`src/rtl/regfile_wb_buffer.sv`:
```
`default_nettype none
// ============================================================================
// Module      : regfile_wb_buffer
// Description : In-order write-back queue feeding the regfile32x64 write port,
//               with a youngest-match bypass lookup over pending entries.
//               Optional macro WB_ZERO_REG_EN: register 0 is hardwired zero.
// Revision    : 1.0 - initial release
// ============================================================================
module regfile_wb_buffer #(
    parameter int DEPTH  = 4,
    parameter int ADDR_W = 5,
    parameter int DATA_W = 64
) (
    input  logic                         clk,
    input  logic                         reset_n,
    input  logic                         in_valid,
    output logic                         in_ready,
    input  logic [ADDR_W-1:0]            in_addr,
    input  logic [DATA_W-1:0]            in_data,
    input  logic                         rf_stall,
    output logic                         rf_write,
    output logic [ADDR_W-1:0]            rf_wrAddr,
    output logic [DATA_W-1:0]            rf_wrData,
    input  logic [ADDR_W-1:0]            lookup_addr,
    output logic                         lookup_hit,
    output logic [DATA_W-1:0]            lookup_data,
    output logic [$clog2(DEPTH+1)-1:0]   count,
    output logic                         empty
);

    localparam int C_PTR_W = $clog2(DEPTH);
    localparam int C_CNT_W = $clog2(DEPTH+1);

    logic [ADDR_W-1:0]  addr_q [DEPTH];
    logic [ADDR_W-1:0]  addr_d [DEPTH];
    logic [DATA_W-1:0]  data_q [DEPTH];
    logic [DATA_W-1:0]  data_d [DEPTH];
    logic [C_PTR_W-1:0] head_q, head_d;
    logic [C_PTR_W-1:0] tail_q, tail_d;
    logic [C_CNT_W-1:0] count_q, count_d;

    logic               w_pop;
    logic               w_push;
    logic               w_enq;
    logic [C_PTR_W-1:0] w_idx;

    always_comb begin
        empty     = (count_q == '0);
        rf_write  = !empty && !rf_stall;
        w_pop     = rf_write;
        // A full queue that is retiring this cycle frees the slot in time for a push.
        in_ready  = (count_q < C_CNT_W'(DEPTH)) || w_pop;
        w_push    = in_valid && in_ready;
`ifdef WB_ZERO_REG_EN
        w_enq     = w_push && (in_addr != '0);
`else
        w_enq     = w_push;
`endif
        rf_wrAddr = empty ? '0 : addr_q[head_q];
        rf_wrData = empty ? '0 : data_q[head_q];
        count     = count_q;

        head_d    = head_q + C_PTR_W'(w_pop);
        tail_d    = tail_q + C_PTR_W'(w_enq);
        count_d   = count_q + C_CNT_W'(w_enq) - C_CNT_W'(w_pop);
        addr_d    = addr_q;
        data_d    = data_q;
        if (w_enq) begin
            addr_d[tail_q] = in_addr;
            data_d[tail_q] = in_data;
        end
    end

    // Scan oldest to youngest so the last match (youngest) wins.
    always_comb begin
        lookup_hit  = 1'b0;
        lookup_data = '0;
        w_idx       = '0;
        for (int i = 0; i < DEPTH; i++) begin
            w_idx = head_q + C_PTR_W'(i);
            if ((C_CNT_W'(i) < count_q) && (addr_q[w_idx] == lookup_addr)) begin
                lookup_hit  = 1'b1;
                lookup_data = data_q[w_idx];
            end
        end
`ifdef WB_ZERO_REG_EN
        if (lookup_addr == '0) begin
            lookup_hit  = 1'b0;
            lookup_data = '0;
        end
`endif
    end

    always_ff @(posedge clk or negedge reset_n) begin
        if (!reset_n) begin
            head_q  <= '0;
            tail_q  <= '0;
            count_q <= '0;
            addr_q  <= '{default: '0};
            data_q  <= '{default: '0};
        end else begin
            head_q  <= head_d;
            tail_q  <= tail_d;
            count_q <= count_d;
            addr_q  <= addr_d;
            data_q  <= data_d;
        end
    end

endmodule
`default_nettype wire

```
`config.mk`:
```
export PLATFORM = sky130hd
export DESIGN_NAME = regfile_wb_buffer
export DESIGN_NICKNAME = d
export VERILOG_FILES = /design/src/rtl/regfile_wb_buffer.sv
export SDC_FILE = /design/constraint.sdc
export NUM_CORES = 1
export LEC_CHECK = 0
export BUFFER_PORTS_ARGS = -buffer_cell sky130_fd_sc_hd__clkbuf_2
export CORE_MARGIN = 2
export CORE_UTILIZATION = 50
export CTS_CLUSTER_SIZE = 20
export DETAILED_ROUTE_END_ITERATION = 10
export GPL_TIMING_DRIVEN = 0
export PLACE_DENSITY = 0.74
export SLEW_MARGIN = 20
export SYNTH_ARGS = -nofsm -noshare
export SYNTH_HDL_FRONTEND = slang
export SYNTH_SLANG_ARGS = --single-unit
```
`constraint.sdc`:
```
create_clock -name clk -period 3.75 [get_ports clk]
set_input_delay 0.375 -clock clk [delete_from_list [all_inputs] [get_ports clk]]
set_output_delay 0.375 -clock clk [all_outputs]
set_load 0.01 [all_outputs]
```
==> reports/results.tsv, run 1 <==
stage	metric	value	unit
route	remaining antenna violation count	0	
cts	Max H-tree Level	1	
logic_synthesis	syn_nets	2001	
cts	Reg clk slew, reported paths	0.06	ns
critical_path	Worst Path Arrival	3.53	ns
floorplanning	# IOs	218	
logic_synthesis	ys flop type	dfrtp_1	
power_and_ir_drop	PD cells	1100	nW/um^2
final_layout	Area Growth Syn to Fin	18.6	%
sta	RSZ-0062 raised after global routing	true	
global_route	antenna violations before repair	2	
floorplanning	FP Rows	71	
sta	final hold violation count	0	
final_layout	fraction of layout cells with a size suffix above 1	38.9	%
critical_path	CP endpoint kind	output port	
sta	setup ws final	-0.158	ns
route	first-pass iteration count of the detailed router	7	
sta	relative max-transition margin	34.1	%
critical_path	CP startpoint kind	flop	
logic_synthesis	Post-synth top cells	404 x mux2_2, 283 x dfrtp_1, 189 x nand2_1	
cts	root buf cell	clkbuf_16	
critical_path	Worst EP required	3.38	ns
job	Max-Cap Viols	0	
critical_path	CP Cell Sequence	buf_6, clkbuf_16, mux4_2, xnor2_2, nand4_1, buf_6, clkbuf_4, nor3_1, a31oi_1, o211ai_1, buf_2	
logic_synthesis	top-count cell post-synth	mux2_2	
route	drt first-iter violations	2081	
route	Routed WL per cell	24.0	um
floorplanning	area of the core	37500	um^2
route	routed via count	17500	
sta	Max Transition Viols Final	0	
global_route	global route total overflow	0	
global_route	vias in the first global route	17400	
run_status	outcome	complete, but fails checks	
critical_path	CP max stage delay	0.54	ns
run_status	failing checks	setup timing	
sta	Fin Clk Skew	0.0105	ns
placement	number of I/O port buffers	213	
final_layout	Design Area, Final	22500	um^2
critical_path	Critical path buffers and inverters	5	
critical_path	slowest stage cell, crit path	mux4_2	
cts	clock sink total	283	
logic_synthesis	top cell type's share of synthesized area	37.4	%
sta	setup violators final	57	
power_and_ir_drop	Max IR drop VDD	0.622	mV
global_route	largest net degree at the start of global routing	88	
critical_path	cell with the most instances on the worst path	buf_6	
logic_synthesis	FFs w/ async S/R, synth	100	%
logic_synthesis	cell taking the most area after synthesis	dfrtp_1	
critical_path	Worst path top cell family by delay	buffers and inverters	
cts	Max clock buf depth	3	
critical_path	maximum fanout along the worst path	10	
critical_path	Setup CP Type	flop to output port	
sta	top achievable clock speed	256	MHz
placement	Post-DP HPWL	43.9	mm
cts	Inserted Clock Buffers	31	
global_route	first-pass GRT wire length	98.4	mm
sta	worst slew pin tran	0.989	ns
logic_synthesis	Post-Syn Area	19000	um^2
route	Via density	6.45	
route	drt drc	0	
logic_synthesis	dominant cells by area after synthesis	dfrtp_1 37%, mux2_2 24%, mux2i_1 6.8%	
power_and_ir_drop	power consumption	24.8	mW
floorplanning	Initial Util	50.6	%
cts	CTS tree	built	
floorplanning	Die X	199	um
logic_synthesis	Post-synth EDFFs	0	
sta	min Tclk post-route	3.91	ns
cts	worst-skew pair later-pin latency	0.59	ns
placement	Cell Area, Placed	20800	um^2
route	DRT Wirelength	65.1	mm
logic_synthesis	Unique masters post-synth	32	
power_and_ir_drop	LEAKAGE	9.57	nW
logic_synthesis	sequential area share after synthesis	37.4	%
logic_synthesis	Synth Instances	1916	
logic_synthesis	Syn. warnings	0	
placement	Placer Congestion	0.929	
logic_synthesis	Synth Register Bits	283	
logic_synthesis	synthesized area per cell	9.89	um^2
final_layout	Final Non-Filler Cells	2714	
final_layout	Nets	2262	
floorplanning	Die Area	39500	um^2
global_route	All-Layer GR Usage	32.2	%
placement	placed cell count	2644	
sta	Tcrit/Tclk final	104	%
floorplanning	Die Span Y	199	um
placement	dpl ws	-0.487	ns
hold_path	worst hold path class	primary input to flop	
==> metrics by stage <==
step           TNS [ns]  utilization, %  hold slack (ns)
2_1_floorplan         0               -           0.0794
3_3_place_gp    -957.16            55.1            0.474
3_5_place_dp     -20.62            55.4            0.380
4_1_cts         -0.0279            59.3           0.0496
5_1_grt           -6.67            60.0           0.0654
6_report          -3.28            60.0           0.0593
==> flip-flops by register name, summed over array words and instances, names as in the netlist <==
register and flops:
tail_q 2, data_q 256, addr_q 20, count 3, head_q 2
==> power by group <==
part / total, mW / internal [mW] / switching [mW] / leakage [nW]
Sequential: 5.94 / 4.64 / 1.30 / 3.36
Combinational: 15.6 / 6.63 / 8.98 / 5.68
Clock: 3.21 / 1.90 / 1.31 / 0.528
==> repair_timing <==
action                                 CTS  global route
gates cloned                             0             3
buffers inserted                         8             0
endpoints found under the hold margin   52             0
setup endpoints to repair              129            64
resized for setup                      103            69
hold buffers                             1             0
pin swaps                                6             5
==> cells in the final DEF, fill, tap and decap left out, drive strengths merged, types with 2 or more instances in the layout <==
master  instances
dfrtp         283
nor2b          69
o221ai         60
o211ai         68
buf            98
diode           2
mux4           20
clkinv          4
xor2            3
o21ai          60
mux2i         128
nand2         189
clkbuf        365
mux2          404
nor2          136
a21oi         133
nor3           66
inv             6
a31oi          64
nand4           4
bufinv          2
ha              6
or4             4
xnor2          20
==> final timing paths <==
kind | from | to | slack [ns] | cells after the start
max in group asynchronous | reset_n | data_q[94]$_DFFE_PN0P_ | 2.60 | 3
worst max-delay path | head_q[0]$_DFF_PN0_ | lookup_data[28] | -0.16 | 11
worst min-delay path | in_data[28] | data_q[28]$_DFFE_PN0P_ | 0.06 | 2
min in group asynchronous | reset_n | addr_q[0]$_DFFE_PN0P_ | 0.30 | 2
worst max register to register | count[2]$_DFF_PN0_ | data_q[250]$_DFFE_PN0P_ | 0.38 | 6
worst min register to register | data_q[236]$_DFFE_PN0P_ | data_q[236]$_DFFE_PN0P_ | 0.52 | 1
==> cells by family after synthesis <==
group	Yosys count	synth area share, %
DFF	283	37.4
buffers and inverters	191	4.26
xor gates and xnor gates	23	1.06
AOI/OAI and AO/OA	387	12.8
and+or+nand+nor	473	10.9
muxes	552	33.1
adders and majority gates	7	0.502
==> worst register-to-register path: cells and delay by family (launching register included) <==
| kind | cells | cell delay, ns |
|---|---|---|
| multiplexers | 1 | 0.43 |
| flip-flops | 1 | 0.48 |
| AND/OR/NAND/NOR | 3 | 1.07 |
| buffers and inverters | 2 | 1.28 |
==> routing by layer <==
metal  GRT usage [%]  part of all wire (%)  wire length (um)
met1            42.8                    39             25600
met2            50.2                    45             29400
met3            6.82                    10              6740
met4            15.4                   5.1              3330
met5               0                     0                 0
==> area by class of cell <==
cell class                      instances  area, um^2
Inverter                                6        22.5
Buffer                                184         996
Antenna cell                            2        5.00
Tap cell                              511         639
Clock buffer                           51         981
Timing Repair Buffer                  229        1290
Fill cell                            3155       15000
Sequential cell                       283        7080
Clock inverter                          6        80.1
Multi-Input combinational cell       1442       11400
Note: power is estimated with default switching activity, not from simulation.
==> run 2: changes to the inputs <==
--- a/config.mk
+++ b/config.mk
@@ -6,13 +6,12 @@
 export NUM_CORES = 1
 export LEC_CHECK = 0
 export BUFFER_PORTS_ARGS = -buffer_cell sky130_fd_sc_hd__clkbuf_2
-export CORE_MARGIN = 2
+export CORE_MARGIN = 10
 export CORE_UTILIZATION = 50
 export CTS_CLUSTER_SIZE = 20
 export DETAILED_ROUTE_END_ITERATION = 10
 export GPL_TIMING_DRIVEN = 0
 export PLACE_DENSITY = 0.74
-export SLEW_MARGIN = 20
 export SYNTH_ARGS = -nofsm -noshare
 export SYNTH_HDL_FRONTEND = slang
 export SYNTH_SLANG_ARGS = --single-unit
==> reports/results.tsv, run 2 (same netlist as run 1, synthesis figures left out) <==
stage	metric	value	unit	change
floorplanning	Die X	215	um	+8.1%
global_route	vias in the first global route	17800		+2.3%
sta	top achievable clock speed	260	MHz	+1.7%
hold_path	worst hold path class	primary input to flop		
critical_path	CP Cell Sequence	buf_6, buf_12, mux4_2, xnor2_2, nand4_1, a211oi_2, buf_6, buf_8, buf_12, a31oi_1, o211ai_1, clkbuf_2		
critical_path	maximum fanout along the worst path	7		-3
cts	CTS tree	built		
route	drt first-iter violations	2189		+5.2%
critical_path	CP max stage delay	0.54	ns	about the same
critical_path	Critical path buffers and inverters	6		+1
global_route	global route total overflow	0		unchanged
floorplanning	# IOs	218		unchanged
critical_path	CP endpoint kind	output port		
final_layout	Final Non-Filler Cells	2721		+0.26%
cts	Max H-tree Level	2		+1
placement	number of I/O port buffers	213		unchanged
critical_path	crit path from	head_q[0]$_DFF_PN0_		
power_and_ir_drop	Seq pwr share	23.5	%	-0.5 points
final_layout	commonest non-fill, non-tap cell in the layout	mux2_2		
placement	dpl ws	-0.471	ns	+0.0163 ns
power_and_ir_drop	Max IR drop VDD	0.538	mV	-13%
route	routed via count	17800		+1.4%
sta	relative max-transition margin	20.9	%	-13 points
final_layout	fraction of layout cells with a size suffix above 1	40.4	%	+1.6 points
final_layout	most frequent cells in the layout	404 x mux2_2, 283 x dfrtp_1, 227 x clkbuf_2		
job	Max-Cap Viols	0		unchanged
placement	Placer Congestion	0.926		-0.32%
floorplanning	FP Rows	71		unchanged
hold_path	Hold Startpoint	in_data[43]		
power_and_ir_drop	Net Sw Power	12.0	mW	+3.3%
sta	Fin Clk Skew	0.0102	ns	-0.000298 ns
critical_path	FF-to-FF Start	count[2]$_DFF_PN0_		
power_and_ir_drop	LEAKAGE	9.68	nW	+1.1%
critical_path	register-to-register path setup slack	0.26	ns	-0.12 ns
route	Routed WL per cell	25.1	um	+4.6%
critical_path	slowest stage cell, crit path	mux4_2		
power_and_ir_drop	Int Pwr	13.4	mW	+1.6%
floorplanning	area of the core	37600	um^2	+0.24%
run_status	failing checks	setup timing		
final_layout	Nets	2268		+0.27%
sta	min Tclk post-route	3.84	ns	-0.0665 ns
cts	Inserted Clock Buffers	35		+13%
global_route	largest net degree at the start of global routing	102		+16%
cts	Reg clk slew, reported paths	0.06	ns	about the same
run_status	outcome	complete, but fails checks		
power_and_ir_drop	PD cells	1110	nW/um^2	+0.93%
route	remaining antenna violation count	0		unchanged
critical_path	Worst path top cell family by delay	buffers and inverters		
sta	Max Transition Viols Final	0		unchanged
cts	worst-skew pair later-pin latency	0.55	ns	-0.04 ns
global_route	antenna violations before repair	4		+2
final_layout	Biggest register	data_q		
route	Via density	6.53		+1.2%
power_and_ir_drop	combinational share of power	63.1	%	about the same
sta	setup violators final	5		-91%
global_route	first-pass GRT wire length	104	mm	+5.4%
sta	Tcrit/Tclk final	102	%	-1.8 points
cts	clock sink total	283		unchanged
cts	Max clock buf depth	3		unchanged
power_and_ir_drop	clock power share	13.4	%	+0.4 points
final_layout	Design Area, Final	22800	um^2	+1.4%
critical_path	Worst Path Arrival	3.47	ns	-0.06 ns
sta	setup ws final	-0.0916	ns	+0.0665 ns
floorplanning	Initial Util	50.5	%	-0.12 points
power_and_ir_drop	Sw Ratio	47.2	%	+0.40 points
route	drt drc	0		unchanged
global_route	All-Layer GR Usage	28.2	%	-4.0 points
route	DRT Wirelength	68.3	mm	+4.9%
final_layout	max reg flops	256		unchanged
placement	Cell Area, Placed	20700	um^2	-0.11%
sta	final hold violation count	0		unchanged
placement	placed cell count	2643		-0.038%
route	first-pass iteration count of the detailed router	7		unchanged
critical_path	Setup CP Type	flop to output port		
placement	Post-DP HPWL	45.9	mm	+4.5%
floorplanning	Die Span Y	215	um	+8.1%
power_and_ir_drop	power consumption	25.4	mW	+2.4%
sta	total negative slack	-0.242	ns	+3.03 ns
sta	RSZ-0062 raised after global routing	true		
final_layout	Area Growth Syn to Fin	20.4	%	
cts	root buf cell	clkbuf_16		
sta	worst slew pin tran	1.18	ns	+0.189 ns
critical_path	CP startpoint kind	flop		
critical_path	Worst EP required	3.38	ns	about the same
floorplanning	Die Area	46100	um^2	+17%
## run 2: cell types whose count changed in the layout (fill, tap and decap cells not counted), moves of 4 or more
cell and change:
clkbuf_4 +6, clkbuf_8 -7, a31oi_1 -9, clkbuf_1 -4, clkbuf_16 +6, buf_12 +5, buf_2 +17, buf_4 -4
clkbuf_2 -16, nor3_1 -4, o221ai_1 -10, o221ai_2 +10, a31oi_2 +6
## run 2: final cells by class
| class | instances | area (um^2) |
|---|---|---|
| clock inverter | 10 | 86.3 |
| tap | 511 | 639 |
| inverter | 6 | 22.5 |
| buffer | 184 | 1030 |
| antenna | 2 | 5.00 |
| fill | 3138 | 14800 |
| clock buffer | 52 | 1040 |
| sequential | 283 | 7080 |
| timing repair buffer | 231 | 1340 |
| multi-input combinational | 1442 | 11600 |
## run 2: timing repair
item,CTS,global route
cloned,0,2
hold buffers,1,0
buffers inserted,9,3
pin swaps,6,10
resized for setup,91,146
endpoints found under the hold margin,82,0
setup endpoints to repair,129,64
## run 2: per-stage QoR
step                      hold slack, ns  utilization (%)
after floorplan                   0.0794                -
after global placement             0.473             55.0
after detailed placement           0.454             55.2
after CTS                         0.0922             59.1
after global routing               0.106             60.7
final                              0.100             60.7
## run 2: per-layer routing
metal | share of wire, % | vias to the layer above | wire length [um] | global-route usage [%]
li1 | - | 7560 | - | -
met1 | 39 | 8743 | 26900 | 35.9
met2 | 46 | 1223 | 31200 | 44.2
met3 | 10 | 226 | 7140 | 6.53
met4 | 4.4 | 4 | 3030 | 14.0
met5 | 0.050 | - | 34 | 0
## run 2: worst register-to-register path: stages, from the launching register on
cell and delay (ns):
dfrtp_1 0.47, nand2_1 0.12, nand2_1 0.17, nor3_1 0.94, clkbuf_1 0.60, buf_1 0.65
mux2_2 0.42
## run 2: power groups by stage
| stage | Clock (mW) | Sequential (mW) | Combinational [mW] |
|---|---|---|---|
| 2_1_floorplan | 0 | 5.47 | 10.3 |
| 3_3_place_gp | 0 | 5.77 | 14.4 |
| 3_5_place_dp | 0 | 5.90 | 14.7 |
| 4_1_cts | 3.41 | 5.88 | 15.1 |
| 5_1_grt | 3.54 | 6.14 | 17.0 |
| 6_report | 3.41 | 5.95 | 16.0 |
## run 2: final timing paths
path                                           endpoint  depth (start not counted)
worst min-delay path            data_q[171]$_DFFE_PN0P_                          2
worst max-delay path                    lookup_data[57]                         12
min in group asynchronous        addr_q[15]$_DFFE_PN0P_                          2
max in group asynchronous        data_q[97]$_DFFE_PN0P_                          4
worst max register to register  data_q[251]$_DFFE_PN0P_                          6
worst min register to register  data_q[141]$_DFFE_PN0P_                          1
